**src/rtl/dac_spi_master_pkg.sv**
```systemverilog
// Shared types and frame layout for the MCP4911-class DAC SPI master.
// Frame is {AB, BUF, GA_N, SHDN_N, sample[9:0], 2'b00}, MSB first.
package dac_pkg;

  localparam int DAC_FRAME_W  = 16;
  localparam int DAC_SAMPLE_W = 10;

  localparam int BIT_AB       = 15;
  localparam int BIT_BUF      = 14;
  localparam int BIT_GA_N     = 13;
  localparam int BIT_SHDN_N   = 12;
  localparam int BIT_DATA_LSB = 2;

  typedef enum logic [2:0] {
    IDLE,
    SHIFT,
    HOLD,
    GAP,
    LDAC
  } dac_state_t;

  function automatic logic [DAC_FRAME_W-1:0] dac_frame(
    input logic                    buf_bit,
    input logic                    ga_n_bit,
    input logic                    shdn_n_bit,
    input logic [DAC_SAMPLE_W-1:0] sample
  );
    logic [DAC_FRAME_W-1:0] f;
    f                                = '0;
    f[BIT_AB]                        = 1'b0;
    f[BIT_BUF]                       = buf_bit;
    f[BIT_GA_N]                      = ga_n_bit;
    f[BIT_SHDN_N]                    = shdn_n_bit;
    f[BIT_DATA_LSB +: DAC_SAMPLE_W]  = sample;
    return f;
  endfunction

endpackage

```
**src/rtl/dac_spi_master_if.sv**
```systemverilog
// Sample handshake plus DAC pin bundle; master modport is the SPI master side.
interface dac_spi_master_if;

  logic                             in_valid;
  logic [dac_pkg::DAC_SAMPLE_W-1:0] in_sample;
  logic                             in_enable;
  logic                             in_ready;
  logic                             done;
  logic                             sck;
  logic                             mosi;
  logic                             cs_n;
  logic                             ldac_n;

  modport master (
    input  in_valid, in_sample, in_enable,
    output in_ready, done, sck, mosi, cs_n, ldac_n
  );

  modport slave (
    output in_valid, in_sample, in_enable,
    input  in_ready, done, sck, mosi, cs_n, ldac_n
  );

endinterface

```
**src/rtl/dac_spi_master_sck_tick_gen.sv**
```systemverilog
// Divider for the SPI master: counts 0..CLK_DIV-1 and pulses tick on the
// terminal count. Held at zero while clear is high so every frame starts aligned.
module sck_tick_gen #(
  parameter int CLK_DIV = 4
) (
  input  logic clk,
  input  logic reset,
  input  logic clear,
  output logic tick
);

  localparam int DIV_W = (CLK_DIV > 1) ? $clog2(CLK_DIV) : 1;
  localparam logic [DIV_W-1:0] TC = DIV_W'(CLK_DIV - 1);

  logic [DIV_W-1:0] div_cnt;

  assign tick = !clear && (div_cnt == TC);

  always_ff @(posedge clk or posedge reset) begin
    if (reset) begin
      div_cnt <= '0;
    end else if (clear || tick) begin
      div_cnt <= '0;
    end else begin
      div_cnt <= div_cnt + 1'b1;
    end
  end

endmodule

```
**src/rtl/dac_spi_master.sv**
```systemverilog
// Mode-0 SPI master sending one 16-bit DAC command per accepted sample.
// Optional LDAC latch pulse after each frame when DAC_SPI_LDAC_PULSE_EN is defined.
//
// state | meaning
// IDLE  | in_ready high, cs_n high, waiting for a sample
// SHIFT | 16 bits out, sck low half then high half per bit
// HOLD  | cs_n still low, sck/mosi low, cs hold time
// GAP   | cs_n high, minimum deselect time
// LDAC  | ldac_n low pulse (optional build only)
module dac_spi_master
  import dac_pkg::*;
#(
  parameter int CLK_DIV = 4,
  parameter bit BUF     = 1'b0,
  parameter bit GA_N    = 1'b1
) (
  input  logic             clk,
  input  logic             reset,
  dac_spi_master_if.master bus
);

  dac_state_t             state, state_d;
  logic [3:0]             bit_cnt, bit_cnt_d;
  logic                   phase, phase_d;
  logic [DAC_FRAME_W-1:0] shreg, shreg_d;
  logic                   sck_q, sck_d;
  logic                   mosi_q, mosi_d;
  logic                   cs_n_q, cs_n_d;
  logic                   ldac_n_q, ldac_n_d;
  logic                   in_ready_q, in_ready_d;
  logic                   done_q, done_d;
  logic                   tick;
  logic                   accept;
  logic [DAC_FRAME_W-1:0] frame;

  sck_tick_gen #(.CLK_DIV(CLK_DIV)) u_tick (
    .clk   (clk),
    .reset (reset),
    .clear (state == IDLE),
    .tick  (tick)
  );

  assign accept = bus.in_valid && in_ready_q;
  assign frame  = dac_frame(BUF, GA_N, bus.in_enable, bus.in_sample);

  always_comb begin
    state_d    = state;
    bit_cnt_d  = bit_cnt;
    phase_d    = phase;
    shreg_d    = shreg;
    sck_d      = sck_q;
    mosi_d     = mosi_q;
    cs_n_d     = cs_n_q;
    in_ready_d = in_ready_q;
    done_d     = 1'b0;
`ifdef DAC_SPI_LDAC_PULSE_EN
    ldac_n_d   = ldac_n_q;
`else
    // Without the pulse the DAC latches on cs_n rising, so LDAC is tied active.
    ldac_n_d   = 1'b0;
`endif

    case (state)
      IDLE: begin
        if (accept) begin
          state_d    = SHIFT;
          shreg_d    = frame;
          mosi_d     = frame[DAC_FRAME_W-1];
          cs_n_d     = 1'b0;
          sck_d      = 1'b0;
          phase_d    = 1'b0;
          bit_cnt_d  = 4'd0;
          in_ready_d = 1'b0;
        end
      end
      SHIFT: begin
        if (tick) begin
          if (!phase) begin
            sck_d   = 1'b1;
            phase_d = 1'b1;
          end else begin
            sck_d   = 1'b0;
            phase_d = 1'b0;
            if (bit_cnt == 4'd15) begin
              state_d   = HOLD;
              bit_cnt_d = 4'd0;
              mosi_d    = 1'b0;
            end else begin
              bit_cnt_d = bit_cnt + 4'd1;
              shreg_d   = shreg << 1;
              mosi_d    = shreg[DAC_FRAME_W-2];
            end
          end
        end
      end
      HOLD: begin
        if (tick) begin
          state_d = GAP;
          cs_n_d  = 1'b1;
        end
      end
      GAP: begin
        if (tick) begin
`ifdef DAC_SPI_LDAC_PULSE_EN
          state_d    = LDAC;
          ldac_n_d   = 1'b0;
`else
          state_d    = IDLE;
          done_d     = 1'b1;
          in_ready_d = 1'b1;
`endif
        end
      end
`ifdef DAC_SPI_LDAC_PULSE_EN
      LDAC: begin
        if (tick) begin
          state_d    = IDLE;
          ldac_n_d   = 1'b1;
          done_d     = 1'b1;
          in_ready_d = 1'b1;
        end
      end
`endif
      default: begin
        state_d    = IDLE;
        cs_n_d     = 1'b1;
        sck_d      = 1'b0;
        in_ready_d = 1'b1;
      end
    endcase
  end

  always_ff @(posedge clk or posedge reset) begin
    if (reset) begin
      state      <= IDLE;
      bit_cnt    <= 4'd0;
      phase      <= 1'b0;
      shreg      <= '0;
      sck_q      <= 1'b0;
      mosi_q     <= 1'b0;
      cs_n_q     <= 1'b1;
      ldac_n_q   <= 1'b1;
      in_ready_q <= 1'b1;
      done_q     <= 1'b0;
    end else begin
      state      <= state_d;
      bit_cnt    <= bit_cnt_d;
      phase      <= phase_d;
      shreg      <= shreg_d;
      sck_q      <= sck_d;
      mosi_q     <= mosi_d;
      cs_n_q     <= cs_n_d;
      ldac_n_q   <= ldac_n_d;
      in_ready_q <= in_ready_d;
      done_q     <= done_d;
    end
  end

  assign bus.in_ready = in_ready_q;
  assign bus.done     = done_q;
  assign bus.sck      = sck_q;
  assign bus.mosi     = mosi_q;
  assign bus.cs_n     = cs_n_q;
  assign bus.ldac_n   = ldac_n_q;

endmodule

```
**src/flat_wrapper.sv**
```systemverilog
// flat-port wrapper written by rule: the top's interface ports become plain ports
module dac_spi_master_flat import dac_pkg::*;
#(
  parameter int CLK_DIV = 4,
  parameter bit BUF     = 1'b0,
  parameter bit GA_N    = 1'b1
)
  (clk, reset, bus_in_valid, bus_in_sample, bus_in_enable, bus_in_ready, bus_done, bus_sck, bus_mosi, bus_cs_n, bus_ldac_n);
  dac_spi_master_if bus_i ();
  input  logic clk;
  input  logic reset;
  input wire logic [$bits(bus_i.in_valid)-1:0] bus_in_valid;
  input wire logic [$bits(bus_i.in_sample)-1:0] bus_in_sample;
  input wire logic [$bits(bus_i.in_enable)-1:0] bus_in_enable;
  output wire logic [$bits(bus_i.in_ready)-1:0] bus_in_ready;
  output wire logic [$bits(bus_i.done)-1:0] bus_done;
  output wire logic [$bits(bus_i.sck)-1:0] bus_sck;
  output wire logic [$bits(bus_i.mosi)-1:0] bus_mosi;
  output wire logic [$bits(bus_i.cs_n)-1:0] bus_cs_n;
  output wire logic [$bits(bus_i.ldac_n)-1:0] bus_ldac_n;
  assign bus_i.in_valid = bus_in_valid;
  assign bus_i.in_sample = bus_in_sample;
  assign bus_i.in_enable = bus_in_enable;
  assign bus_in_ready = bus_i.in_ready;
  assign bus_done = bus_i.done;
  assign bus_sck = bus_i.sck;
  assign bus_mosi = bus_i.mosi;
  assign bus_cs_n = bus_i.cs_n;
  assign bus_ldac_n = bus_i.ldac_n;
  dac_spi_master #(.CLK_DIV(CLK_DIV), .BUF(BUF), .GA_N(GA_N)) u_core (.clk(clk), .reset(reset), .bus(bus_i));
endmodule
```
**config.mk**
```make
export PLATFORM = sky130hd
export DESIGN_NAME = dac_spi_master_flat
export DESIGN_NICKNAME = d
export VERILOG_FILES = /design/src/rtl/dac_spi_master_pkg.sv /design/src/rtl/dac_spi_master_if.sv /design/src/rtl/dac_spi_master_sck_tick_gen.sv /design/src/rtl/dac_spi_master.sv /design/src/flat_wrapper.sv
export SDC_FILE = /design/constraint.sdc
export NUM_CORES = 1
export LEC_CHECK = 0
export ABC_AREA = 1
export BUFFER_PORTS_ARGS = -buffer_cell sky130_fd_sc_hd__buf_2
export CAP_MARGIN = 15
export CORE_UTILIZATION = 56
export DETAILED_ROUTE_END_ITERATION = 7
export GPL_ROUTABILITY_DRIVEN = 1
export PLACE_DENSITY = 0.89
export REMOVE_ABC_BUFFERS = 1
export SLEW_MARGIN = 20
export SYNTH_ARGS = -nofsm -noshare
export SYNTH_HDL_FRONTEND = slang
export SYNTH_SLANG_ARGS = --single-unit
export TNS_END_PERCENT = 50
```
**constraint.sdc**
```tcl
create_clock -name clk -period 1.8 [get_ports clk]
set_input_delay 0.27 -clock clk [delete_from_list [all_inputs] [get_ports clk]]
set_output_delay 0.27 -clock clk [all_outputs]
set_load 0.05 [all_outputs]
```
==> run metrics <==
post-synthesis sequential area ratio=45.6%; worst min-delay path class=in2reg; CTS Buffer Depth=2; global-route wire length before repair=4730 µm; FF-to-FF Start=u_core.state[0]$_DFFE_PP0P_; initial core utilization=60.8%; DR WL/cell=11.3 µm; clk_skew=0.00771 ns; initial antenna violation count=0; worst skew pair latency=0.33 ns; Ys Warns=0; CP max FO=6; global placer's final weighted congestion=0.902; Crit path required time=2.02 ns; fraction of layout cells with a size suffix above 1=18.9%; MaxCap Viol Count=0; Worst EP arrival=1.91 ns; top-area cell type share of the netlist area=40.5%; Final Hold Vio Count=0; Top Usage Layer GRT=met2; met1 GRT Util=31.5%; final period utilization=93.9%; Port Buf Inserts=19; Tot GR Track Use=21.8%; Pleak=0.000951 µW; pins over their slew limit=0; clock-pin slew on the worst setup and hold paths=0.14 ns; Final Core Density=68.8%; CP endpoint kind=register; DR DRC count=0; First-pass DRT Iterations=4; Finish-stage setup viols=0; hpwl dp=2050 µm; Pwr Total=3070 µW; vias per inst=5.20; largest net degree at the start of global routing=29; DR iter-0 viols=21; grt ovf=0; ant diodes=0; ys async rst share=100%; Die X=54.6 µm; clock sinks=28; RSZ-0062 raised after global routing=false; crit path from=u_core.state[0]$_DFFE_PP0P_; GRT met2 Usage=35.0%; EDFF count, synth=0; routed via count=1310; classification of the worst setup path=reg2reg; Hold Crit Start=bus_in_valid; synth top area cells=dfrtp_1, nand2_1, ha_1, nand4_1, inv_1; final WL=2840 µm; final net count=245; P&R area growth vs syn=13.3%; clk root buf=clkbuf_4; Routed Antenna Nets=0; core area=0.00254 mm²; die extent in y=54.6 µm; CP Launch Type=register; number of CTS-inserted buffers=3; H-tree depth=1; Std-Cell Rows=18; GR Layer Usage met3=2.50%; minimum clock period=1.69 ns; fmax=0.592 GHz; Yosys top cell by area=dfrtp_1; dominant synthesized flop cell=dfrtp_1; Die ar.=0.00298 mm²; outcome=finished, final reports clean; Syn Inst Count=196; vias in the first global route=1095; PD cells=1750 mW/mm²; worst vdd ir=1.32 mV; # fillers=213; Fin Setup TNS=0 ns; synth unique cells=26; num ports=20; mean post-synth cell area=7.89 µm²; TritonCTS clock tree=built; area of the mapped netlist=0.00155 mm²; synthesized flop and latch total=28
==> cell type report <==
cell class | instances | area, µm² | area share (%)
sequential | 28 | 704 | 40.2
tap | 30 | 37.5 | 2.14
multi-input combinational | 137 | 721 | 41.1
clock buffer | 4 | 26.3 | 1.50
timing repair buffer | 29 | 173 | 9.86
inverter | 24 | 90.1 | 5.14
==> sequential cells by signal, summed over array words and instances, names as in the netlist <==
name / flops
u_core.bus.done: 1
u_core.bit_cnt: 4
u_core.u_tick.div_cnt: 2
u_core.state: 2
u_core.phase: 1
u_core.bus.mosi: 1
u_core.bus.cs_n: 1
u_core.shreg: 13
u_core.bus.in_ready: 1
u_core.bus.ldac_n: 1
u_core.bus.sck: 1
==> logic make-up after synthesis <==
kind of cell	after synthesis	share of synthesized area (%)
buffers and inverters	31	8.49
AO/OA/AOI/OAI	22	8.58
AND/OR/NAND/NOR	106	30.7
flip-flops	28	45.6
other	1	0.242
adder cells (fa/ha/maj)	8	6.47
==> through the flow <==
step                setup WS [ns]  cells  area [µm²]  hold WS [ns]
floorplan                   0.109    189        1510         0.333
global placement            0.165    246        1700         0.348
detailed placement         0.0644    246        1700         0.348
CTS                        0.0361    251        1730         0.181
global route              0.00870    252        1750         0.214
finish                      0.111    252        1750         0.190
==> worst max-delay path, cell delays in order, from the launching register on <==
cell and delay (ns):
dfrtp_1 0.44, inv_1 0.10, ha_1 0.29, inv_2 0.12, nand2_4 0.08, nand2_1 0.12
nand3_1 0.16, o21ai_0 0.20, nand2_1 0.07
==> Yosys cell counts, types with 2 or more instances <==
library cell and number:
nand2_1 69, dfrtp_1 25, inv_1 23, nand4_1 16, o21ai_0 14, ha_1 8, nand3_1 7, nor2_1 7
o21ai_1 4, buf_2 3, dfstp_2 3, a21oi_1 2, clkbuf_1 2
==> metal layers <==
layer	wire, µm	vias to the layer above	share of wire, %
met3	74	4	2.6
met1	1430	600	50
met5	0	-	0
li1	-	684	-
met4	31	0	1.1
met2	1300	22	46
==> repair_timing <==
item | 4_1_cts | 5_1_grt
setup endpoints to repair | 0 | 14
resized for setup | 0 | 2
hold endpoints to repair | 25 | 0
buffers inserted | 0 | 1
hold buffers | 1 | 0
==> path summary, 6_finish.rpt <==
kind / cells after the start / end / slack, ns
min in group asynchronous: 4 / u_core.shreg[9]$_DFFE_PP0P_ / 0.52
worst min register to register: 1 / u_core.u_tick.div_cnt[0]$_DFF_PP0_ / 0.45
worst min-delay path: 4 / u_core.bus.in_ready$_DFFE_PP1P_ / 0.19
worst max-delay path: 8 / u_core.state[0]$_DFFE_PP0P_ / 0.11
max in group asynchronous: 4 / u_core.bus.in_ready$_DFFE_PP1P_ / 0.97
worst max register to register: 8 / u_core.state[0]$_DFFE_PP0P_ / 0.11
==> report_power, final <==
group / switching (µW) / internal (µW)
Clock: 177 / 86.8
Sequential: 146 / 900
Combinational: 1160 / 601
==> layout by cell type, fill, tap and decap left out, types with 2 or more instances in the layout <==
master     n
a21oi_1    2
buf_2     19
buf_4      9
clkbuf_4   3
dfrtp_1   25
dfstp_2    3
ha_1       8
inv_1     23
nand2_1   69
nand3_1    7
nand4_1   16
nor2_1     6
o21ai_0   14
o21ai_1    4
Power figures use the tool's default switching activity.
